File: config.mk
export PLATFORM = sky130hd
export DESIGN_NAME = ps2_kbd_host_ctrl
export DESIGN_NICKNAME = d
export VERILOG_FILES = /design/src/rtl/ps2_pkg.sv /design/src/rtl/ps2_kbd_host_ctrl_timer.sv /design/src/rtl/ps2_kbd_host_ctrl.sv
export SDC_FILE = /design/constraint.sdc
export NUM_CORES = 1
export LEC_CHECK = 0
export CAP_MARGIN = 0
export CORE_MARGIN = 3
export CORE_UTILIZATION = 45
export DETAILED_ROUTE_END_ITERATION = 7
export GPL_TIMING_DRIVEN = 0
export PLACE_DENSITY = 0.66
export SETUP_SLACK_MARGIN = 0.1
export SLEW_MARGIN = 20
export SYNTH_ARGS = -nofsm -noshare
export SYNTH_HDL_FRONTEND = slang
export SYNTH_SLANG_ARGS = --single-unit
export TNS_END_PERCENT = 5
File: constraint.sdc
create_clock -name clk -period 3.6 [get_ports clk]
set_input_delay 0.72 -clock clk [delete_from_list [all_inputs] [get_ports clk]]
set_output_delay 0.72 -clock clk [all_outputs]
set_load 0.05 [all_outputs]
File: src/rtl/ps2_pkg.sv
// Shared PS/2 host-side definitions: protocol byte values, sequencer states
// and a helper that recognises protocol-response bytes.
package ps2_pkg;

   localparam logic [7:0] PS2_CMD_RESET    = 8'hFF;
   localparam logic [7:0] PS2_CMD_SET_RATE = 8'hF3;
   localparam logic [7:0] PS2_CMD_SET_LED  = 8'hED;
   localparam logic [7:0] PS2_ACK          = 8'hFA;
   localparam logic [7:0] PS2_BAT_OK       = 8'hAA;
   localparam logic [7:0] PS2_BAT_FAIL     = 8'hFC;
   localparam logic [7:0] PS2_RESEND       = 8'hFE;

   typedef enum logic [3:0] {
      ST_SEND_RST,
      ST_WAIT_ACK_RST,
      ST_WAIT_BAT,
      ST_SEND_RATE_CMD,
      ST_WAIT_ACK1,
      ST_SEND_RATE_VAL,
      ST_WAIT_ACK2,
      ST_READY,
      ST_SEND_LED_CMD,
      ST_WAIT_ACK3,
      ST_SEND_LED_VAL,
      ST_WAIT_ACK4,
      ST_FAIL
   } ps2_state_e;

   // Response bytes the keyboard uses for link control; never scan codes.
   function automatic logic is_proto_byte(input logic [7:0] b);
      return (b == PS2_ACK) || (b == PS2_BAT_OK) || (b == PS2_BAT_FAIL) || (b == PS2_RESEND);
   endfunction

endpackage

File: src/rtl/ps2_kbd_host_ctrl_timer.sv
// Loadable response down-counter; expired is high for the single cycle the
// armed count sits at zero, then the timer idles until reloaded.
module ps2_resp_timer #(
   parameter int W = 8
) (
   input  logic         clk,
   input  logic         reset,
   input  logic         load,
   input  logic [W-1:0] load_val,
   output logic         expired
);

   logic [W-1:0] cnt;
   logic         armed;

   always_ff @(posedge clk) begin
      if (reset) begin
         cnt   <= '0;
         armed <= 1'b0;
      end else if (load) begin
         cnt   <= load_val;
         armed <= 1'b1;
      end else if (armed) begin
         if (cnt == '0) armed <= 1'b0;
         else           cnt   <= cnt - 1'b1;
      end
   end

   assign expired = armed && (cnt == '0);

endmodule

File: src/rtl/ps2_kbd_host_ctrl.sv
// PS/2 keyboard host sequencer: reset/BAT/typematic init, LED updates with
// ACK/resend/timeout handling, and filtering of protocol bytes from rx.
module ps2_kbd_host_ctrl
   import ps2_pkg::*;
#(
   parameter int         TIMEOUT_CYCLES = 2_000_000,
   parameter int         BAT_CYCLES     = 100_000_000,
   parameter int         MAX_RETRY      = 3,
   parameter logic [7:0] TYPEMATIC_VAL  = 8'h20
) (
   input  logic       clk,
   input  logic       reset,
   input  logic       tx_busy,
   input  logic       tx_done,
   output logic       tx_start,
   output logic [7:0] tx_data,
   input  logic       rx_done,
   input  logic [7:0] rx_data,
   input  logic       led_req,
   input  logic [2:0] led_val,
   output logic       rx_pass_valid,
   output logic [7:0] rx_pass_data,
   output logic       init_done,
   output logic       error
);

   localparam int TMAX = (TIMEOUT_CYCLES > BAT_CYCLES) ? TIMEOUT_CYCLES : BAT_CYCLES;
   localparam int TW   = $clog2(TMAX + 1);
   localparam int RW   = $clog2(MAX_RETRY + 2);

   ps2_state_e    state, next_wait, ack_state, retry_state;
   logic [RW-1:0] retry;
   logic          led_pending;
   logic [2:0]    led_latched;
   logic          in_send, issue, is_wait, ack_evt, fail_evt;
   logic          tmr_load, tmr_expired;
   logic [TW-1:0] tmr_val;
   logic [7:0]    send_byte, ack_byte, fail_byte;
   logic          unused_tx_done;

   // Completion is judged only by the keyboard's FA; tx_done carries no ACK meaning.
   assign unused_tx_done = tx_done;

   always_comb begin
      in_send   = 1'b1;
      send_byte = PS2_CMD_RESET;
      next_wait = ST_WAIT_ACK_RST;
      case (state)
         ST_SEND_RST:      ;
         ST_SEND_RATE_CMD: begin send_byte = PS2_CMD_SET_RATE; next_wait = ST_WAIT_ACK1; end
         ST_SEND_RATE_VAL: begin send_byte = TYPEMATIC_VAL;    next_wait = ST_WAIT_ACK2; end
         ST_SEND_LED_CMD:  begin send_byte = PS2_CMD_SET_LED;  next_wait = ST_WAIT_ACK3; end
         // A resend must repeat the byte already on the wire, not a newer LED value.
         ST_SEND_LED_VAL: begin
            send_byte = (retry != '0) ? tx_data : {5'b0, led_latched};
            next_wait = ST_WAIT_ACK4;
         end
         default: in_send = 1'b0;
      endcase
   end

   always_comb begin
      is_wait     = 1'b1;
      ack_byte    = PS2_ACK;
      fail_byte   = PS2_RESEND;
      ack_state   = ST_READY;
      retry_state = ST_SEND_RST;
      case (state)
         ST_WAIT_ACK_RST: ack_state = ST_WAIT_BAT;
         ST_WAIT_BAT: begin
            ack_byte  = PS2_BAT_OK;
            fail_byte = PS2_BAT_FAIL;
            ack_state = ST_SEND_RATE_CMD;
         end
         ST_WAIT_ACK1: begin ack_state = ST_SEND_RATE_VAL; retry_state = ST_SEND_RATE_CMD; end
         ST_WAIT_ACK2: retry_state = ST_SEND_RATE_VAL;
         ST_WAIT_ACK3: begin ack_state = ST_SEND_LED_VAL; retry_state = ST_SEND_LED_CMD; end
         ST_WAIT_ACK4: retry_state = ST_SEND_LED_VAL;
         default: is_wait = 1'b0;
      endcase
   end

   assign issue    = in_send && !tx_busy;
   assign ack_evt  = is_wait && rx_done && (rx_data == ack_byte);
   // A received byte masks a coincident timer expiry.
   assign fail_evt = is_wait && (rx_done ? (rx_data == fail_byte) : tmr_expired);
   assign tmr_load = issue || ((state == ST_WAIT_ACK_RST) && ack_evt);
   assign tmr_val  = issue ? TW'(TIMEOUT_CYCLES) : TW'(BAT_CYCLES);

   assign init_done = (state == ST_READY) || (state == ST_SEND_LED_CMD) || (state == ST_WAIT_ACK3) ||
                      (state == ST_SEND_LED_VAL) || (state == ST_WAIT_ACK4);
   assign error     = (state == ST_FAIL);

   ps2_resp_timer #(.W(TW)) u_timer (
      .clk      (clk),
      .reset    (reset),
      .load     (tmr_load),
      .load_val (tmr_val),
      .expired  (tmr_expired)
   );

   always_ff @(posedge clk) begin
      if (reset) begin
         state         <= ST_SEND_RST;
         retry         <= '0;
         led_pending   <= 1'b0;
         led_latched   <= 3'b0;
         tx_start      <= 1'b0;
         tx_data       <= 8'h00;
         rx_pass_valid <= 1'b0;
         rx_pass_data  <= 8'h00;
      end else begin
         tx_start <= 1'b0;

         // A fresh request outranks the clear so it is never lost.
         if (led_req && (state != ST_FAIL)) begin
            led_pending <= 1'b1;
            led_latched <= led_val;
         end else if (issue && (state == ST_SEND_LED_VAL) && (retry == '0)) begin
            led_pending <= 1'b0;
         end

         if (issue) begin
            tx_start <= 1'b1;
            tx_data  <= send_byte;
            state    <= next_wait;
         end else if (ack_evt) begin
            state <= ack_state;
            retry <= '0;
         end else if (fail_evt) begin
            if (retry == RW'(MAX_RETRY)) begin
               state <= ST_FAIL;
            end else begin
               retry <= retry + 1'b1;
               state <= retry_state;
            end
         end else if ((state == ST_READY) && led_pending) begin
            state <= ST_SEND_LED_CMD;
         end

         rx_pass_valid <= 1'b0;
         if (rx_done && init_done && !is_proto_byte(rx_data)) begin
            rx_pass_valid <= 1'b1;
            rx_pass_data  <= rx_data;
         end
      end
   end

endmodule

# == After elaboration in Yosys (flattened, before gate mapping) ==
# Index checks and enable logic that the tools add are counted.
# word_totals
ff_bits,57
latch_bits,0
ram_bits,0
romBits,0
in_bits,17
out_inout_bits,20
elab_cells,100
memories,0
# op_classes
addsub,2
n_mul,0
div,0
n_lt_le_gt_ge,0
n_eq_ne,23
n_shift,0
mux,29
bitwise,1
reduce_logical,35
# op_table
operator,n
two-way mux 27 bit,4
case mux 4 bit (4 select lines),3
equality test 8 bit (second input constant),4
case mux 8 bit (4 select lines),1
logical NOT 27 bit,1
subtractor 27 x 1 -> 27 bit (second input constant),1
equality test 4 bit (second input constant),5
two-way mux 4 bit,5
equality test 4 x 3 -> 1 bit (second input constant),4
equality test 8 bit,2
logical AND 1 bit,12
two-way mux 1 bit,10
two-way mux 3 bit,3
equality test 4 x 2 -> 1 bit (second input constant),2
logical OR 1 bit,8
two-way mux 8 bit,1
two-way mux 7 bit,1
inequality test 2 bit (second input constant),3
nonzero test 2 bit,3
OR reduction 6 bit,1
OR reduction 5 bit,1
equality test 4 x 1 -> 1 bit (second input constant),1
logical NOT 4 bit,1
inequality test 4 bit (second input constant),1
other kinds (10),12

# == Longest topological paths before layout ==
# Gate-level depths: netlist (run 1).
# logic_depth
word_depth,9
mapped_depth,9

# == Cells and area by module ==
# Synthesis (run 1) repeated with hierarchy kept, for this count alone.
# hier_totals
hier_cells,379
area_unflattened_um2,3271.9
# modules_own_cells
mod,n_inst,cells_per_inst,area_per_inst_um2,seq_area_each_um2
ps2_resp_timer,1,197,1675.4,560.5
ps2_kbd_host_ctrl,1,182,1596.5,560.5

# == Least setup slack after synthesis (run 1) ==
# OpenSTA, ideal clock, no wires.
# synth_path
path_type,reg-to-reg
from,register state[2]
to,register rx_pass_data[7]
setup_ns,0.128
t_arrival_ns,2.391
required_time_ns,3.472
path_slack_ns,1.081
path_stages_with_launch,9
path_buffers,3
cell_sequence,dfxtp_1 > clkbuf_1 > clkbuf_1 > nand2_1 > o22ai_1 > nand4_1 > clkbuf_1 > mux2i_1 > nor2_1
# synth_via
elab_chain_cells,7
word_cells_on_any_way,11
cone_classes,eq/ne (5); reduce/logical (6)
# synth_rtl
item,line,source
"start, declared",ps2_kbd_host_ctrl.sv:31,"ps2_state_e state, next_wait, ack_state, retry_state;"
"start signal, assigned",ps2_kbd_host_ctrl.sv:126,state <= next_wait;
"start signal, assigned",ps2_kbd_host_ctrl.sv:128,state <= ack_state;
"start signal, assigned",ps2_kbd_host_ctrl.sv:135,state <= retry_state;
equality test 4 x 3 -> 1 bit or equality test 4 bit (tied branches),ps2_kbd_host_ctrl.sv:90,assign init_done = (state == ST_READY) || (state == ST_SEND_LED_CMD) || (state == ST_WAIT_ACK3) ||
logical OR 1 bit (3 in a row),ps2_kbd_host_ctrl.sv:90,
logical OR 1 bit *,ps2_kbd_host_ctrl.sv:91,(state == ST_SEND_LED_VAL) || (state == ST_WAIT_ACK4);
named net init_done,ps2_kbd_host_ctrl.sv:23,"output logic init_done,"
logical AND 1 bit * (2 in a row),ps2_kbd_host_ctrl.sv:142,if (rx_done && init_done && !is_proto_byte(rx_data)) begin
"end signal, assigned",ps2_kbd_host_ctrl.sv:144,rx_pass_data <= rx_data;
"end, declared",ps2_kbd_host_ctrl.sv:22,"output logic [7:0] rx_pass_data,"
# Mark *: on every way through the listed nets, which the timed path passes. The rest lies on a longest branch.
# A chain may end at the register's enable or synchronous reset.

# == Worst setup path after layout (run 1) ==
# layout_path
from,register state[2]
to,output error
# layout_via
elab_chain_cells,1
# layout_rtl
item,line,source
equality test 4 bit,ps2_kbd_host_ctrl.sv:92,assign error = (state == ST_FAIL);
"end, declared",ps2_kbd_host_ctrl.sv:24,output logic error
# No other way between the ends.

==> impl_metrics.tcl, run 1 <==
set metrics [dict create \
    async_flop_share_pct 0 \
    timing_worst_setup_path_type "flop to primary output" \
    max_slew_margin_pct 36.2 \
    synth_seq_cells 56 \
    max_freq_ghz 0.314 \
    grt_pass1_wl_um 12400 \
    vdd.ir_drop.worst_mv 0.332 \
    grt_max_degree 17 \
    cts.sinks 56 \
    whs_ps 466 \
    syn_area_per_cell_um2 8.35 \
    cts.clk_slew.worst_paths_ps 100 \
    worst-path-max-fanout 10 \
    core_area_um2 6100 \
    yosys_warnings 0 \
    num_rows 28 \
    tritoncts "yes" \
    rsz0062_at_grt "no" \
    wl_per_cell_um 15.6 \
    setup_viol 0 \
    track_usage_pct 20.6 \
    post-place-ws_ps 460 \
    wl_um 7270 \
    grt_pass1_vias 2721 \
    synth_top_area_share_pct 38.4 \
    num_vias 2661 \
    gp_congestion 0.971 \
    clock_path_buffers 2 \
    yosysSeqAreaShare_pct 38.4 \
    die_h_um 86.6 \
    synth_nets 371 \
    regArea_um2 1120 \
    end_kind "primary output" \
    cts_buffers 5 \
    dpl.hpwl_um 5360 \
    final_cells 466 \
    p_leak_nw 1.26 \
    synth_top_area_cell "dfxtp_1" \
    start_kind "flop" \
    boundaryPins 37 \
    ant_nets 0 \
    clkLatencyLatePin_ps 320 \
    yosys-top-cells-area "dfxtp_1, nor2_1, xnor2_1" \
    first_iter_violations 131 \
    worst_pin_slew_ps 955 \
    die_x_um 86.6 \
    antenna_found_initial 0 \
    die-area_um2 7500 \
    synth.distinct_cells 53 \
    portBuffers 34 \
    final_hold_viol_count 0 \
    drtPass1Iterations 4 \
    hold_buffers 0 \
    power_density_nw_per_um2 553 \
    fin_crit_sh_pct 88.4 \
    cp.arrival_ps 2460 \
    setup_ws_ps 419 \
    drive_gt1_share_pct 4.86 \
    drv_slew 0 \
    worstPathRequired_ps 2880 \
    synth.cell_area_um2 2920 \
    fillers 594 \
    skew_ps 9.99 \
    drc 0 \
    start_util_pct 47.9 \
    maxCapViolCount 0 \
    grt_overflow_total 0 \
    synth-edff-count 0 \
    n_antenna_cell 0 \
    cts-htree-levels 2 \
    holdCritPathClass "flop to flop" \
    multi_input_area_um2 1680 \
    dp.cells 459 \
    layout.nets 412 \
    fin_setup_tns_ps 0 \
    cts_root_buffer "clkbuf_8" \
    syn_inst 350 \
    status "finished, final reports clean" \
    synth_ff_type "dfxtp_1" \
    area.growth.synth_to_final_pct 18.1 \
    fin_crit_ps 3180 \
    viasPerCell 5.71 \
]
[flip-flops by register name (all words and copies together) (netlist names)]
name / cells
u_timer.cnt: 27
rx_pass_data: 8
tx_data: 7
state: 4
led_latched: 3
retry: 3
led_pending: 1
rx_pass_valid: 1
tx_start: 1
u_timer.armed: 1
[synthesized netlist by cell type (2+ instances only)]
library cell,instances
a221oi_1,2
o21a_1,2
nor4_1,5
nor4b_1,2
nand2b_1,6
a31oi_1,8
nor2b_1,3
o221ai_1,2
o21ai_0,13
nand2_1,27
o32ai_1,2
nor2_1,46
and2_1,3
nor4_2,2
o21ai_1,3
inv_1,9
mux2i_1,13
a21oi_1,18
dfxtp_1,56
nand3_1,7
o31a_1,3
nand4_1,4
and4b_1,2
or3_1,10
xor2_1,6
nand4b_1,2
o22ai_1,2
a211oi_1,7
nand3b_1,4
nor3_1,13
and3_1,3
a311oi_1,3
clkbuf_1,18
ha_1,4
xnor2_1,19
or4_1,2
or2_2,3
[cell families after synthesis]
kind of cell	count (synthesis)	share of synthesized area (%)
AOI/OAI and AO/OA	75	17.3
muxes	14	4.84
buffers and inverters	29	4.11
adders and majority gates	4	1.71
and+or+nand+nor	147	26.2
DFF	56	38.4
xor gates and xnor gates	25	7.49
[critical path, cell delays in order, from the launching register on]
cell,delay (ps)
dfxtp_1,330
clkbuf_1,300
clkbuf_1,370
nand2b_1,200
nor2_1,130
clkdlybuf4s50_1,810
[what timing repair did]
item,CTS,global route
resized for setup,0,1
setup endpoints to repair,0,1
setup buffers,0,0
[area by class of cell]
type                            instances  area share [%]
Multi-Input combinational cell        265            48.7
Buffer                                 20            2.50
Tap cell                               75            2.72
Timing Repair Buffer                   34            9.93
Clock buffer                            6            2.39
Sequential cell                        56            32.5
Clock inverter                          1           0.254
Inverter                                9           0.979
[power breakdown]
group          switching [mW]  internal, mW
Clock                   0.207         0.154
Sequential             0.0707         0.702
Combinational           0.461         0.315
Total                   0.738          1.17
[layer usage]
layer	global-route usage (%)	vias up	wire length, um
li1	-	1350	-
met1	24.9	1240	3320
met2	36.4	61	3530
met3	4.28	10	316
met4	6.37	0	100
met5	0	-	0
[cells in the final DEF, fill, tap and decap left out, drive strengths merged, types with 6 or more instances in the layout]
master         Yosys  final
a211oi             7      7
a21oi             18     18
a31oi              8      8
clkbuf            18     24
clkdlybuf4s50      0     33
dfxtp             56     56
inv                9      9
mux2i             13     13
nand2             27     27
nand2b             6      6
nand3              7      7
nor2              46     46
nor3              13     13
nor4               7      7
o21ai             16     16
or3               10     10
xnor2             19     19
xor2               6      6
[stage by stage]
stage / utilization [%] / area (um^2) / power [mW]
2_1_floorplan: - / 2920 / 1.36
3_3_place_gp: 55.1 / 3360 / 1.55
3_5_place_dp: 55.1 / 3360 / 1.56
4_1_cts: 56.6 / 3450 / 1.92
5_1_grt: 56.6 / 3450 / 2.04
6_report: 56.6 / 3450 / 1.91
[path summary, 6_finish.rpt]
check / slack (ps) / endpoint / depth (start not counted) / start
worst max-delay path: 420 / error / 5 / state[2]
worst min-delay path: 470 / tx_data[2] / 2 / tx_data[2]
worst max register to register: 730 / state[3] / 9 / state[0]
worst min register to register: 470 / tx_data[2] / 2 / tx_data[2]
No activity file was read; power rests on OpenSTA's default activity.
==> run 2, diff against run 1 <==
- TNS_END_PERCENT: 5 -> 1
- clock period: 3.6 -> 3.9 ns (I/O delays scaled with it)
==> run 2 against run 1 <==
Against the previous run: sequential share of layout area barely moved; first-iteration DRC count did not move; combinational power fell by 7.6%; largest power group unchanged; largest cell class unchanged; sequential power fell by 7.6%.
==> impl_metrics.tcl, run 2 (synthesis gave the netlist of run 1 again) <==
set metrics [dict create \
    cts-htree-levels 2 \
    layout.nets 412 \
    wl_um 7270 \
    p_leak_nw 1.25 \
    grt_pass1_vias 2721 \
    slowest_delay_ps 870 \
    gp_congestion 0.971 \
    cts_resized 0 \
    fin_crit_sh_pct 85.8 \
    core_area_um2 6100 \
    max_freq_ghz 0.299 \
    drc 0 \
    crit_family "buffers and inverters" \
    setup_ws_ps 554 \
    power_density_nw_per_um2 511 \
    first_iter_violations 131 \
    clock_path_buffers 2 \
    grt_pass1_wl_um 12400 \
    portBuffers 34 \
    skew_ps 10.2 \
    fillers 595 \
    maxCapViolCount 0 \
    timing_worst_setup_path_type "flop to primary output" \
    fin_crit_ps 3350 \
    cp_cell_sequence "clkbuf_1 > clkbuf_1 > nand2_1 > o22ai_1 > clkdlybuf4s50_1" \
    hold_buffers 0 \
    drv_slew 0 \
    track_usage_pct 20.6 \
    cts.sinks 56 \
    n_antenna_cell 0 \
    dpl.hpwl_um 5360 \
    holdCritPathClass "flop to flop" \
    die_h_um 86.6 \
    fin_setup_tns_ps 0 \
    cts.clk_slew.worst_paths_ps 100 \
    layout_commonest_cell "dfxtp_1" \
    largestRegisters "u_timer.cnt x27, rx_pass_data x8, tx_data x7" \
    status "finished, final reports clean" \
    grt_overflow_total 0 \
    critical-path-slowest-cell "clkdlybuf4s50_1" \
    num_vias 2658 \
    crit_top_cell "clkbuf_1" \
    cts_root_buffer "clkbuf_8" \
    boundaryPins 37 \
    drive_gt1_share_pct 4.86 \
    final_core_util_pct 56.6 \
    area.growth.synth_to_final_pct 18.0 \
    worst-path-max-fanout 10 \
    cts_setup_buffers 0 \
    start_kind "flop" \
    ant_nets 0 \
    largest-register "u_timer.cnt" \
    viasPerCell 5.70 \
    cts_buffers 5 \
    post-place-ws_ps 700 \
    grt_max_degree 17 \
    fin_total_pwr_mw 1.76 \
    die_x_um 86.6 \
    end_kind "primary output" \
    setup_viol 0 \
    vdd.ir_drop.worst_mv 0.307 \
    die-area_um2 7500 \
    tritoncts "yes" \
    worst_pin_slew_ps 955 \
    final_hold_viol_count 0 \
    wl_per_cell_um 15.6 \
    rsz0062_at_grt "no" \
    start_util_pct 47.9 \
    cp.arrival_ps 2570 \
    crit_buf_inv 3 \
    drtPass1Iterations 4 \
    final_cell_mix "dfxtp_1, nor2_1, clkdlybuf4s50_1" \
    largest_reg_flops 27 \
    num_rows 28 \
    worstPathRequired_ps 3120 \
    antenna_found_initial 0 \
    max_slew_margin_pct 36.1 \
    clkLatencyLatePin_ps 320 \
]
## run 2: changes by cell type in the layout (fill, tap and decap cells not counted), sizes merged
| cell | change |
|---|---|
| dlymetal6s2s | -1 |
| clkdlybuf4s50 | +1 |
## run 2: per-stage QoR
step / hold slack [ps] / instances / cell area [um^2]
after floorplan: 448 / 350 / 2920
after CTS: 468 / 466 / 3450
after global placement: 448 / 459 / 3360
after detailed placement: 443 / 459 / 3360
after global routing: 486 / 466 / 3450
final: 466 / 466 / 3450
## run 2: worst register-to-register path, delay by kind of cell, from the launching register on
family                 cells  cell delay, ps
AOI/OAI and AO/OA          3             730
buffers and inverters      3             660
DFF                        1             330
muxes                      1             410
and+or+nand+nor            2             680
## run 2: path summary, 6_finish.rpt
path / slack [ps] / endpoint / start / cells past startpoint
hold / removal: 470 / tx_data[2] / tx_data[2] / 2
setup / recovery: 550 / init_done / state[2] / 5
hold reg to reg: 470 / tx_data[2] / tx_data[2] / 2
setup reg to reg: 1040 / state[3] / state[0] / 9
## run 2: layout make-up
class / count / area [um^2] / area share (%)
clock inverter: 1 / 8.76 / 0.254
sequential: 56 / 1120 / 32.5
timing repair buffer: 34 / 340 / 9.87
inverter: 9 / 33.8 / 0.980
clock buffer: 6 / 82.6 / 2.39
tap: 75 / 93.8 / 2.72
buffer: 20 / 86.3 / 2.50
multi-input combinational: 265 / 1680 / 48.8
## run 2: power breakdown
group | internal (mW) | switching [mW]
clock network | 0.142 | 0.191
registers | 0.648 | 0.0652
logic | 0.291 | 0.426
total | 1.08 | 0.682
## run 2: per-layer routing
| layer | routed length (um) | vias to the layer above | track usage (%) |
|---|---|---|---|
| li1 | - | 1346 | - |
| met1 | 3320 | 1235 | 24.9 |
| met2 | 3530 | 68 | 36.4 |
| met3 | 322 | 9 | 4.28 |
| met4 | 95 | 0 | 6.37 |
| met5 | 0 | - | 0 |
